## config.mk

```make
export PLATFORM = sky130hd
export DESIGN_NAME = tdes_ede_encrypt
export DESIGN_NICKNAME = d
export VERILOG_FILES = /design/src/rtl/tdes_ede_encrypt_pkg.sv /design/src/rtl/state_encrypt.sv /design/src/rtl/tdes_ede_encrypt.sv
export SDC_FILE = /design/constraint.sdc
export NUM_CORES = 2
export LEC_CHECK = 0
export CAP_MARGIN = 20
export CORE_UTILIZATION = 52
export CTS_CLUSTER_SIZE = 8
export DETAILED_ROUTE_END_ITERATION = 10
export GPL_TIMING_DRIVEN = 0
export PLACE_DENSITY = 0.78
export SLEW_MARGIN = 20
export SYNTH_ARGS = -nofsm -noshare
export SYNTH_HDL_FRONTEND = slang
export SYNTH_SLANG_ARGS = --single-unit
```

## constraint.sdc

```tcl
create_clock -name clk -period 4.3 [get_ports clk]
set_input_delay 0.645 -clock clk [delete_from_list [all_inputs] [get_ports clk]]
set_output_delay 0.645 -clock clk [all_outputs]
set_load 0.01 [all_outputs]
```

## src/rtl/tdes_ede_encrypt_pkg.sv

```systemverilog
// Shared constants for the TDES EDE encrypt block: FSM states, DES mode codes, widths and the
// DES permutation / S-box tables with the bit-level helpers used by the iterative core.
package tdes_ede_encrypt_pkg;

  localparam int unsigned BLK_W = 64;
  localparam int unsigned KEY_W = 64;

  localparam logic DES_ENC = 1'b0;
  localparam logic DES_DEC = 1'b1;

  typedef enum logic [2:0] {
    StIdle, StP1St, StP1Wt, StP2St, StP2Wt, StP3St, StP3Wt, StHold
  } state_e;

  // Tables use FIPS 46 numbering: entry n names the source bit (1 = MSB) of output bit n+1.
  localparam int unsigned IP_TAB [64] = '{
    58, 50, 42, 34, 26, 18, 10, 2, 60, 52, 44, 36, 28, 20, 12, 4,
    62, 54, 46, 38, 30, 22, 14, 6, 64, 56, 48, 40, 32, 24, 16, 8,
    57, 49, 41, 33, 25, 17, 9, 1, 59, 51, 43, 35, 27, 19, 11, 3,
    61, 53, 45, 37, 29, 21, 13, 5, 63, 55, 47, 39, 31, 23, 15, 7};
  localparam int unsigned FP_TAB [64] = '{
    40, 8, 48, 16, 56, 24, 64, 32, 39, 7, 47, 15, 55, 23, 63, 31,
    38, 6, 46, 14, 54, 22, 62, 30, 37, 5, 45, 13, 53, 21, 61, 29,
    36, 4, 44, 12, 52, 20, 60, 28, 35, 3, 43, 11, 51, 19, 59, 27,
    34, 2, 42, 10, 50, 18, 58, 26, 33, 1, 41, 9, 49, 17, 57, 25};
  localparam int unsigned E_TAB [48] = '{
    32, 1, 2, 3, 4, 5, 4, 5, 6, 7, 8, 9, 8, 9, 10, 11, 12, 13, 12, 13, 14, 15, 16, 17,
    16, 17, 18, 19, 20, 21, 20, 21, 22, 23, 24, 25, 24, 25, 26, 27, 28, 29, 28, 29, 30, 31, 32, 1};
  localparam int unsigned P_TAB [32] = '{
    16, 7, 20, 21, 29, 12, 28, 17, 1, 15, 23, 26, 5, 18, 31, 10,
    2, 8, 24, 14, 32, 27, 3, 9, 19, 13, 30, 6, 22, 11, 4, 25};
  localparam int unsigned PC1_TAB [56] = '{
    57, 49, 41, 33, 25, 17, 9, 1, 58, 50, 42, 34, 26, 18, 10, 2, 59, 51, 43, 35, 27,
    19, 11, 3, 60, 52, 44, 36, 63, 55, 47, 39, 31, 23, 15, 7, 62, 54, 46, 38, 30, 22,
    14, 6, 61, 53, 45, 37, 29, 21, 13, 5, 28, 20, 12, 4};
  localparam int unsigned PC2_TAB [48] = '{
    14, 17, 11, 24, 1, 5, 3, 28, 15, 6, 21, 10, 23, 19, 12, 4, 26, 8, 16, 7, 27, 20, 13, 2,
    41, 52, 31, 37, 47, 55, 30, 40, 51, 45, 33, 48, 44, 49, 39, 56, 34, 53, 46, 42, 50, 36, 29, 32};

  // S1..S8, each 64 nibbles in row-major order (row = outer bits, column = inner four bits).
  localparam logic [0:2047] SBOX = {
    256'hE4D12FB83A6C5907_0F74E2D1A6CB9538_41E8D62BFC973A50_FC8249175B3EA06D,
    256'hF18E6B34972DC05A_3D47F28EC01A69B5_0E7BA4D158C6932F_D8A13F42B67C05E9,
    256'hA09E63F51DC7B428_D709346A285ECBF1_D6498F30B12C5AE7_1AD069874FE3B52C,
    256'h7DE3069A1285BC4F_D8B56F03472C1AE9_A690CB7DF13E5284_3F06A1D8945BC72E,
    256'h2C417AB6853FD0E9_EB2C47D150FA3986_421BAD78F9C5630E_B8C71E2D6F09A453,
    256'hC1AF92680D34E75B_AF427C9561DE0B38_9EF528C3704A1DB6_432C95FABE17608D,
    256'h4B2EF08D3C975A61_D0B7491AE35C2F86_14BDC37EAF680592_6BD814A7950FE23C,
    256'hD2846FB1A93E50C7_1FD8A374C56B0E92_7B419CE206ADF358_21E74A8DFC90356B};

  function automatic logic [1:64] ip_perm(input logic [1:64] x);
    logic [1:64] y;
    for (int i = 1; i <= 64; i++) y[i] = x[IP_TAB[i-1]];
    return y;
  endfunction

  function automatic logic [1:64] fp_perm(input logic [1:64] x);
    logic [1:64] y;
    for (int i = 1; i <= 64; i++) y[i] = x[FP_TAB[i-1]];
    return y;
  endfunction

  function automatic logic [1:56] pc1_perm(input logic [1:64] k);
    logic [1:56] y;
    for (int i = 1; i <= 56; i++) y[i] = k[PC1_TAB[i-1]];
    return y;
  endfunction

  function automatic logic [1:48] pc2_perm(input logic [1:56] cd);
    logic [1:48] y;
    for (int i = 1; i <= 48; i++) y[i] = cd[PC2_TAB[i-1]];
    return y;
  endfunction

  // Rotates C and D halves; left for encryption, right to walk the schedule backwards.
  function automatic logic [1:56] rot_cd(input logic [1:56] cd, input logic dec,
                                         input logic [1:0] amt);
    logic [27:0] c, d;
    c = cd[1:28];
    d = cd[29:56];
    for (int i = 0; i < 2; i++) begin
      if (i < int'(amt)) begin
        if (dec) begin
          c = {c[0], c[27:1]};
          d = {d[0], d[27:1]};
        end else begin
          c = {c[26:0], c[27]};
          d = {d[26:0], d[27]};
        end
      end
    end
    return {c, d};
  endfunction

  function automatic logic [1:32] des_f(input logic [1:32] r, input logic [1:48] k);
    logic [1:48] x;
    logic [1:32] s, y;
    logic [5:0]  b;
    int          idx;
    for (int i = 1; i <= 48; i++) x[i] = r[E_TAB[i-1]] ^ k[i];
    for (int n = 0; n < 8; n++) begin
      b   = x[n*6+1 +: 6];
      idx = n*256 + 4*(32*int'(b[5]) + 16*int'(b[0]) + int'(b[4:1]));
      s[n*4+1 +: 4] = SBOX[idx +: 4];
    end
    for (int i = 1; i <= 32; i++) y[i] = s[P_TAB[i-1]];
    return y;
  endfunction

endpackage

```

## src/rtl/state_encrypt.sv

```systemverilog
// Iterative DES core: one round per clock, 17 cycles from the ready pulse to the out_ok pulse.
// mode selects encrypt (0) or decrypt (1); ct holds the result from out_ok until the next run.
module state_encrypt
  import tdes_ede_encrypt_pkg::*;
(
  input  logic             clk,
  input  logic             reset,
  input  logic             ready,
  input  logic             mode,
  input  logic [1:KEY_W]   key,
  input  logic [1:BLK_W]   din,
  output logic [1:BLK_W]   ct,
  output logic             out_ok
);

  logic [1:64] lr_q, lr_d;
  logic [1:56] cd_q, cd_d;
  logic [3:0]  rnd_q;
  logic        run_q, mode_q;
  logic [1:0]  amt;

  // Decrypt starts on K16 (CD unrotated) and rotates right by the mirrored schedule.
  always_comb begin
    if (mode_q == DES_ENC) begin
      amt = (rnd_q inside {4'd0, 4'd1, 4'd8, 4'd15}) ? 2'd1 : 2'd2;
    end else if (rnd_q == 4'd0) begin
      amt = 2'd0;
    end else begin
      amt = (rnd_q inside {4'd1, 4'd8, 4'd15}) ? 2'd1 : 2'd2;
    end
    cd_d = rot_cd(cd_q, mode_q, amt);
    lr_d = {lr_q[33:64], lr_q[1:32] ^ des_f(lr_q[33:64], pc2_perm(cd_d))};
  end

  always_ff @(posedge clk) begin
    if (reset) begin
      lr_q   <= '0;
      cd_q   <= '0;
      rnd_q  <= '0;
      run_q  <= 1'b0;
      mode_q <= DES_ENC;
      ct     <= '0;
      out_ok <= 1'b0;
    end else begin
      out_ok <= 1'b0;
      if (ready) begin
        lr_q   <= ip_perm(din);
        cd_q   <= pc1_perm(key);
        mode_q <= mode;
        rnd_q  <= '0;
        run_q  <= 1'b1;
      end else if (run_q) begin
        lr_q  <= lr_d;
        cd_q  <= cd_d;
        rnd_q <= rnd_q + 4'd1;
        if (rnd_q == 4'd15) begin
          run_q  <= 1'b0;
          out_ok <= 1'b1;
          ct     <= fp_perm({lr_d[33:64], lr_d[1:32]});
        end
      end
    end
  end

endmodule

```

## src/rtl/tdes_ede_encrypt.sv

```systemverilog
// Triple-DES EDE encrypt, ct = E(K1, D(K2, E(K1, pt))), three passes through one DES core.
// Define TDES_3KEY_EN to add a key3 port used for the third pass instead of key1.
module tdes_ede_encrypt
  import tdes_ede_encrypt_pkg::*;
(
  input  logic             clk,
  input  logic             reset,
  input  logic             in_valid,
  output logic             in_ready,
  input  logic [1:BLK_W]   in_data,
  input  logic [1:KEY_W]   key1,
  input  logic [1:KEY_W]   key2,
`ifdef TDES_3KEY_EN
  input  logic [1:KEY_W]   key3,
`endif
  output logic             out_valid,
  input  logic             out_ready,
  output logic [1:BLK_W]   out_data,
  output logic             busy
);

  state_e         state_q, state_d;
  logic [1:BLK_W] pt_q, work_q;
  logic [1:KEY_W] k1_q, k2_q, k_last;
  logic           core_ready, core_mode, core_ok;
  logic [1:KEY_W] core_key;
  logic [1:BLK_W] core_din, core_ct;

`ifdef TDES_3KEY_EN
  logic [1:KEY_W] k3_q;
  assign k_last = k3_q;
`else
  assign k_last = k1_q;
`endif

  always_comb begin
    state_d    = state_q;
    in_ready   = 1'b0;
    busy       = 1'b1;
    out_valid  = 1'b0;
    core_ready = 1'b0;
    core_mode  = DES_ENC;
    core_key   = k1_q;
    core_din   = work_q;
    unique case (state_q)
      StIdle: begin
        in_ready = 1'b1;
        busy     = 1'b0;
        if (in_valid) state_d = StP1St;
      end
      StP1St: begin
        core_din   = pt_q;
        core_ready = 1'b1;
        state_d    = StP1Wt;
      end
      StP1Wt: begin
        core_din = pt_q;
        if (core_ok) state_d = StP2St;
      end
      StP2St: begin
        core_mode  = DES_DEC;
        core_key   = k2_q;
        core_ready = 1'b1;
        state_d    = StP2Wt;
      end
      StP2Wt: begin
        core_mode = DES_DEC;
        core_key  = k2_q;
        if (core_ok) state_d = StP3St;
      end
      StP3St: begin
        core_key   = k_last;
        core_ready = 1'b1;
        state_d    = StP3Wt;
      end
      StP3Wt: begin
        core_key = k_last;
        if (core_ok) state_d = StHold;
      end
      StHold: begin
        out_valid = 1'b1;
        if (out_ready) state_d = StIdle;
      end
    endcase
  end

  always_ff @(posedge clk) begin
    if (reset) begin
      state_q <= StIdle;
      pt_q    <= '0;
      k1_q    <= '0;
      k2_q    <= '0;
      work_q  <= '0;
`ifdef TDES_3KEY_EN
      k3_q    <= '0;
`endif
    end else begin
      state_q <= state_d;
      if (state_q == StIdle && in_valid) begin
        pt_q <= in_data;
        k1_q <= key1;
        k2_q <= key2;
`ifdef TDES_3KEY_EN
        k3_q <= key3;
`endif
      end
      // A done pulse outside a wait state is stray and must not disturb the result.
      if (core_ok && (state_q inside {StP1Wt, StP2Wt, StP3Wt})) work_q <= core_ct;
    end
  end

  assign out_data = work_q;

  state_encrypt u_core (
    .clk    (clk),
    .reset  (reset),
    .ready  (core_ready),
    .mode   (core_mode),
    .key    (core_key),
    .din    (core_din),
    .ct     (core_ct),
    .out_ok (core_ok)
  );

endmodule

```

* Word level (Yosys, flattened, before mapping) *
Index checks and enable logic that the tools add are counted.

operators by class
  $add $sub $neg = 24
  multiply operators = 0
  div/mod/pow operators = 0
  order comparisons = 2
  equal/unequal tests = 15
  shift-type cells = 8
  mux-type cells = 33
  bitwise gates (word level) = 59
  reductions and logical operators = 15

operators by type and width
  kind                                                                                 count
  2048-bit by 32-bit variable part select with 2049-bit output (first input constant)  8
  64-bit two-way mux                                                                   4
  32-bit NOT                                                                           8
  30-bit by 5-bit adder with 30-bit output                                             8
  28-bit two-way mux                                                                   8
  12-bit by 32-bit adder with 32-bit output (first input constant)                     4
  56-bit two-way mux                                                                   2
  11-bit by 32-bit adder with 32-bit output (first input constant)                     2
  6-bit by 5-bit adder with 7-bit output                                               8
  1-bit XOR                                                                            48
  10-bit by 32-bit adder with 32-bit output (first input constant)                     1
  32-bit XOR                                                                           1
  3-bit case mux with 8 select lines                                                   1
  3-bit two-way mux                                                                    5
  3-bit == test (second input constant)                                                4
  1-bit two-way mux                                                                    9
  4-bit == test (second input constant)                                                2
  2-bit two-way mux                                                                    4
  3-bit by 2-bit == test with 1-bit output (second input constant)                     2
  2-bit by 1-bit != test with 1-bit output (second input constant)                     3
  3-bit nonzero test                                                                   2
  2-bit OR reduction                                                                   3
  3-bit OR reduction                                                                   2
  5-bit AND reduction                                                                  1
  other kinds (12)                                                                     16

word-level totals
  register bits = 450
  bits in latches = 0
  RAM bits = 0
  bits in read-only memories = 0
  output and inout port bits = 67
  memories kept = 0

* Logic depth before layout (Yosys ltp) *
  word-level depth = 18
  depth in mapped cells = 20

* Hierarchy *
Synthesis repeated with hierarchy kept, for this count alone.

unflattened totals
  cells, all modules = 3564
  area total of the unflattened synthesis = 27725.3 um^2

by module, submodules not included
  module            instances  cells an instance  area each (um^2)
  state_encrypt     1          2270               16990.0
  tdes_ede_encrypt  1          1294               10735.3

* Worst setup path before layout *
Ideal clock, no wire load.

  kind = reg2reg
  start point = register u_core.rnd_q[0]
  end point = register u_core.lr_q[62] (netlist name)
  library setup time = 116 ps
  arrival = 3901 ps
  required time = 4184 ps
  path slack = 283 ps
  cell stages (with the launch flop) = 18
  path buffers = 2
  clock period less this slack = 4017 ps
  path through = dfxtp_1 -> ha_1 -> nand3_2 -> a31oi_4 -> buf_6 -> buf_6 -> mux2i_1 -> o22ai_1 -> xnor2_2 -> inv_1 -> ha_1 -> inv_1 -> mux4_2 -> nor2_1 -> a21oi_1 -> mux2_2 -> xnor2_1 -> a31o_1

between the ends
  cells in the longest elaborated chain, start to end = 18
  elaborated cells on any way between the ends = 29
  classes of those cells = 3 x add/sub; 2 x order compare; 3 x eq/ne; 1 x shift; 9 x mux; 8 x bitwise; 3 x reduce/logical

ends and longest elaborated chain
  item                                                                       RTL line                                  text
  start, declared                                                            state_encrypt.sv:18                       logic [3:0] rnd_q;
  start signal, assigned                                                     state_encrypt.sv:55                       rnd_q <= rnd_q + 4'd1;
  4-bit by 1-bit == test with 1-bit output or 4-bit == test (tied branches)  state_encrypt.sv:25, state_encrypt.sv:29
  3-bit nonzero test                                                         state_encrypt.sv:29                       amt = (rnd_q inside {4'd1, 4'd8, 4'd15}) ? 2'd1 : 2'd2;
  2-bit two-way mux                                                          state_encrypt.sv:29
  2-bit two-way mux                                                          state_encrypt.sv:26                       end else if (rnd_q == 4'd0) begin
  2-bit two-way mux *                                                        state_encrypt.sv:24                       if (mode_q == DES_ENC) begin
  1-bit by 2-bit less-than comparator with 1-bit output                      tdes_ede_encrypt_pkg.sv:82                if (i < int'(amt)) begin
  28-bit two-way mux                                                         tdes_ede_encrypt_pkg.sv:82
  28-bit two-way mux                                                         tdes_ede_encrypt_pkg.sv:83                if (dec) begin
  [2 not listed]                                                             -
  6-bit by 5-bit adder with 7-bit output                                     tdes_ede_encrypt_pkg.sv:103               idx = n*256 + 4*(32*int'(b[5]) + 16*int'(b[0]) + int'(b[4:1]));
  30-bit by 5-bit adder with 30-bit output *                                 tdes_ede_encrypt_pkg.sv:103
  11-bit by 32-bit adder with 32-bit output *                                tdes_ede_encrypt_pkg.sv:103
  32-bit NOT (implied by the code) *                                         tdes_ede_encrypt_pkg.sv:104               s[n*4+1 +: 4] = SBOX[idx +: 4];
  2048-bit by 32-bit variable part select with 2049-bit output *             tdes_ede_encrypt_pkg.sv:104
  32-bit XOR *                                                               state_encrypt.sv:32                       lr_d = {lr_q[33:64], lr_q[1:32] ^ des_f(lr_q[33:64], pc2_perm(cd_d))};
  64-bit two-way mux *                                                       state_encrypt.sv:52                       end else if (run_q) begin
  64-bit two-way mux *                                                       state_encrypt.sv:46                       if (ready) begin
  end signal, assigned                                                       state_encrypt.sv:47                       lr_q <= ip_perm(din);
  end signal, assigned                                                       state_encrypt.sv:53                       lr_q <= lr_d;
  end, declared                                                              state_encrypt.sv:16                       logic [1:64] lr_q, lr_d;

Mark *: on every way between the ends. The rest lies on a longest branch, timed or not. The select of a mux whose other input is x is not followed.
A chain may end at the register's enable or synchronous reset.

* Worst setup path after layout *
  start point = register u_core.rnd_q[0]
  end point = register u_core.lr_q[64] (netlist name)

between the ends
  cells in the longest elaborated chain, start to end = 18
  elaborated cells on any way between the ends = 29
  classes of those cells = 3 x add/sub; 2 x order compare; 3 x eq/ne; 1 x shift; 9 x mux; 8 x bitwise; 3 x reduce/logical

ends and longest elaborated chain
  item                                                                       RTL line
  4-bit by 1-bit == test with 1-bit output or 4-bit == test (tied branches)  state_encrypt.sv:25, state_encrypt.sv:29
  3-bit nonzero test                                                         state_encrypt.sv:29
  2-bit two-way mux                                                          state_encrypt.sv:29
  2-bit two-way mux                                                          state_encrypt.sv:26
  2-bit two-way mux *                                                        state_encrypt.sv:24
  1-bit by 2-bit less-than comparator with 1-bit output                      tdes_ede_encrypt_pkg.sv:82
  28-bit two-way mux                                                         tdes_ede_encrypt_pkg.sv:82
  28-bit two-way mux                                                         tdes_ede_encrypt_pkg.sv:83
  [2 not listed]                                                             -
  6-bit by 5-bit adder with 7-bit output                                     tdes_ede_encrypt_pkg.sv:103
  30-bit by 5-bit adder with 30-bit output *                                 tdes_ede_encrypt_pkg.sv:103
  12-bit by 32-bit adder with 32-bit output *                                tdes_ede_encrypt_pkg.sv:103
  32-bit NOT (implied by the code) *                                         tdes_ede_encrypt_pkg.sv:104
  2048-bit by 32-bit variable part select with 2049-bit output *             tdes_ede_encrypt_pkg.sv:104
  32-bit XOR *                                                               state_encrypt.sv:32
  64-bit two-way mux *                                                       state_encrypt.sv:52
  64-bit two-way mux *                                                       state_encrypt.sv:46

Marks and branches as above.

==> results.json <==
{
  "status": "finished, violations left",
  "violations": "negative setup slack",
  "dp_slack_ns": -1.230,
  "grt_pass1_vias": 26580,
  "die_h_um": 228.1,
  "placed_area_sq_um": 29890,
  "clk_pin_slew_ns": 0.06,
  "synthToLayoutAreaGrowth_pct": 24.31,
  "clkSinkCount": 434,
  "clk_latency_ns": 0.59,
  "rsz0062_at_grt": "true",
  "crit_path_frequent_cell": "buf_8",
  "ys_ff_latch": 434,
  "mostFrequentLayoutCells": "782 x nand2_1, 432 x dfxtp_1, 424 x a21oi_1",
  "crit_fanout": 10,
  "final_common_cell": "nand2_1",
  "wirelength_um": 116000,
  "via_per_inst": 6.490,
  "routedWlPerCell_um": 25.63,
  "synth_cell_types": 102,
  "p_per_area_nw_per_um2": 452.5,
  "yosysSeqAreaShare": 0.3269,
  "maxCapViolCount": 0,
  "gp_congestion": 1.092,
  "core_area_sq_um": 50270,
  "grtUsageTotal": 0.4245,
  "htree_num_levels": 2,
  "drc": 0,
  "ir_drop_mv": 0.3684,
  "ys.flop_type": "dfxtp_1",
  "yosys_warnings": 0,
  "startpoint": "u_core.rnd_q[0]$_SDFFE_PP0P_",
  "ctsHoldBuffers": 0,
  "cts_buffer_depth": 3,
  "n_fill_cell": 4370,
  "min_path_type": "reg -> reg",
  "timing.final.ws_setup_ns": -0.09378,
  "slowest_delay_ns": 0.46,
  "grt_antenna_before_repair": 6,
  "dr.pass1.iters": 8,
  "cts_tree": "yes",
  "die_area_sq_um": 52020,
  "cp_cell_sequence": "ha_4 > nand3_4 > a31oi_4 > buf_8 > buf_8 > o221ai_2 > o22ai_4 > xor2_4 > buf_4 > inv_2 > ha_1 > nor2_1 > mux2_2 > mux4_2 > a211oi_2 > xnor2_1 > a21o_1 > o21ai_2",
  "fmax_ghz": 0.2276,
  "antenna_left": 0,
  "holdCritStartpoint": "k1_q[26]$_SDFFE_PP0P_",
  "grt_pass1_wl_um": 168800,
  "vias": 29370,
  "critPathLaunchType": "register",
  "syn_nets": 3728,
  "crit_path_end_kind": "register",
  "syn_avg_cell_area_sq_um": 7.662,
  "finalSetupViolations": 2,
  "rr_startpoint": "u_core.rnd_q[0]$_SDFFE_PP0P_",
  "layout-drive-gt1-share": 0.1119,
  "initial_utilization": 0.5287,
  "hold_viol_final": 0,
  "layout.nets": 4107,
  "synth_area_sq_um": 26580,
  "worstMarginPinSlew_ns": 1.040,
  "post-route-util": 0.6572,
  "drv_slew": 0,
  "required_ns": 4.76,
  "grt-ovfl-total": 0,
  "cts_buffers": 60,
  "crit_type": "reg -> reg",
  "slew_headroom": 0.3069,
  "crit_path_top_delay_cell": "mux4_2",
  "drt_iter0_markers": 4410,
  "design.portCount": 263,
  "synthArstFlopShare": 0,
  "skew_ns": 0.01605,
  "grt_max_degree": 20,
  "leakage_nw": 11.67,
  "cts_root_buffer": "clkbuf_16",
  "io_buffer_count": 245,
  "finalSetupTns_ns": -0.1093,
  "final_cell_area_sq_um": 33040,
  "synth_cells": 3469,
  "synth_edf_count": 0,
  "min_period_ns": 4.394,
  "die_w_um": 228.1,
  "rows": 82,
  "arrival_ns": 4.85,
  "hpwl_um": 88120,
  "period_share": 1.022
}
[logic make-up (layout without fill, tap and decap cells)]
kind of cell             after synthesis  in the layout  synth area share
AND/OR/NAND/NOR                     1261           1261            0.1982
AO/OA/AOI/OAI                        981            981            0.2397
flip-flops                           434            434            0.3269
buffers and inverters                378            759           0.05941
multiplexers                         228            228           0.09307
XOR/XNOR                             124            124           0.05310
adder cells (fa/ha/maj)               63             63           0.02966
other                                  0              3                 0
[final timing paths]
check	endpoint	slack, ns	cells after the start
min reg2reg	k1_q[26]$_SDFFE_PP0P_	0.45	2
max	u_core.lr_q[64]$_SDFFE_PP0P_	-0.09	18
min	k1_q[26]$_SDFFE_PP0P_	0.45	2
max reg2reg	u_core.lr_q[64]$_SDFFE_PP0P_	-0.09	18
[cells in the mapped netlist, drive strengths merged (13+ instances only)]
cell | n | share of area
a211oi | 45 | 0.013
a21oi | 428 | 0.081
a221oi | 34 | 0.011
a22oi | 18 | 0.0056
a31oi | 24 | 0.0062
a32oi | 24 | 0.0085
buf | 82 | 0.018
clkbuf | 206 | 0.029
dfxtp | 434 | 0.33
ha | 63 | 0.030
inv | 87 | 0.012
mux2 | 20 | 0.0085
mux2i | 195 | 0.074
mux4 | 13 | 0.011
nand2 | 783 | 0.11
nand3 | 58 | 0.011
nor2 | 228 | 0.032
nor2b | 33 | 0.0078
nor3 | 81 | 0.015
o211ai | 21 | 0.0059
o21ai | 136 | 0.026
o221ai | 37 | 0.013
o22a | 21 | 0.0069
o22ai | 74 | 0.021
or3 | 14 | 0.0033
xnor2 | 100 | 0.042
xor2 | 23 | 0.010
[state kept, by name, summed over array words and instances, names as in the netlist, 4 cells and up]
register,count
k1_q,56
k2_q,56
out_data,64
pt_q,64
u_core.cd_q,56
u_core.ct,64
u_core.lr_q,64
u_core.rnd_q,4
[critical path, delay by kind of cell, from the launching register on]
kind / cells / cell delay [ns]
compound gates: 6 / 1.41
mux: 2 / 0.73
buf+inv: 4 / 0.66
xor+xnor: 2 / 0.45
flops: 1 / 0.39
fa+ha+maj: 2 / 0.39
simple gates: 2 / 0.22
[where the power goes]
| part | internal, mW | total, mW | switching, mW |
|---|---|---|---|
| sequential | 4.26 | 4.61 | 0.348 |
| clock | 2.48 | 4.19 | 1.71 |
| combinational | 2.37 | 6.15 | 3.78 |
[through the flow]
stage / instances / power, mW / hold WS (ns)
global placement: 4386 / 9.801 / 0.4385
detailed placement: 4387 / 9.802 / 0.4430
global route: 4522 / 15.34 / 0.4652
finish: 4525 / 14.95 / 0.4482
floorplan: 3469 / 8.056 / 0.4271
CTS: 4493 / 14.30 / 0.4493
[area by class of cell]
class                   count  area (sq um)  area share
multi-input cells        2657         17210      0.5209
flip-flops and latches    434          8693      0.2631
repair buffers            321          3063     0.09270
clock buffers              63          1544     0.04673
plain buffers             284          1324     0.04007
well taps                 672         840.8     0.02545
inverters                  90         351.6     0.01064
diodes                      3         7.507   0.0002272
clock inverters             1         5.005   0.0001515
[routing by layer]
metal / global-route usage / vias up / part of all wire
met5: 0 / - / 0.00070
met4: 0.2225 / 8 / 0.064
met3: 0.1325 / 412 / 0.15
met2: 0.6088 / 2318 / 0.40
met1: 0.5677 / 13690 / 0.38
li1: - / 12940 / -
[what timing repair did]
item	in CTS	in global routing
pin swaps	25	32
gates resized for setup	105	95
cloned	0	0
setup endpoints to repair	65	57
buffers inserted	43	32
(Power assumes the default switching activity.)
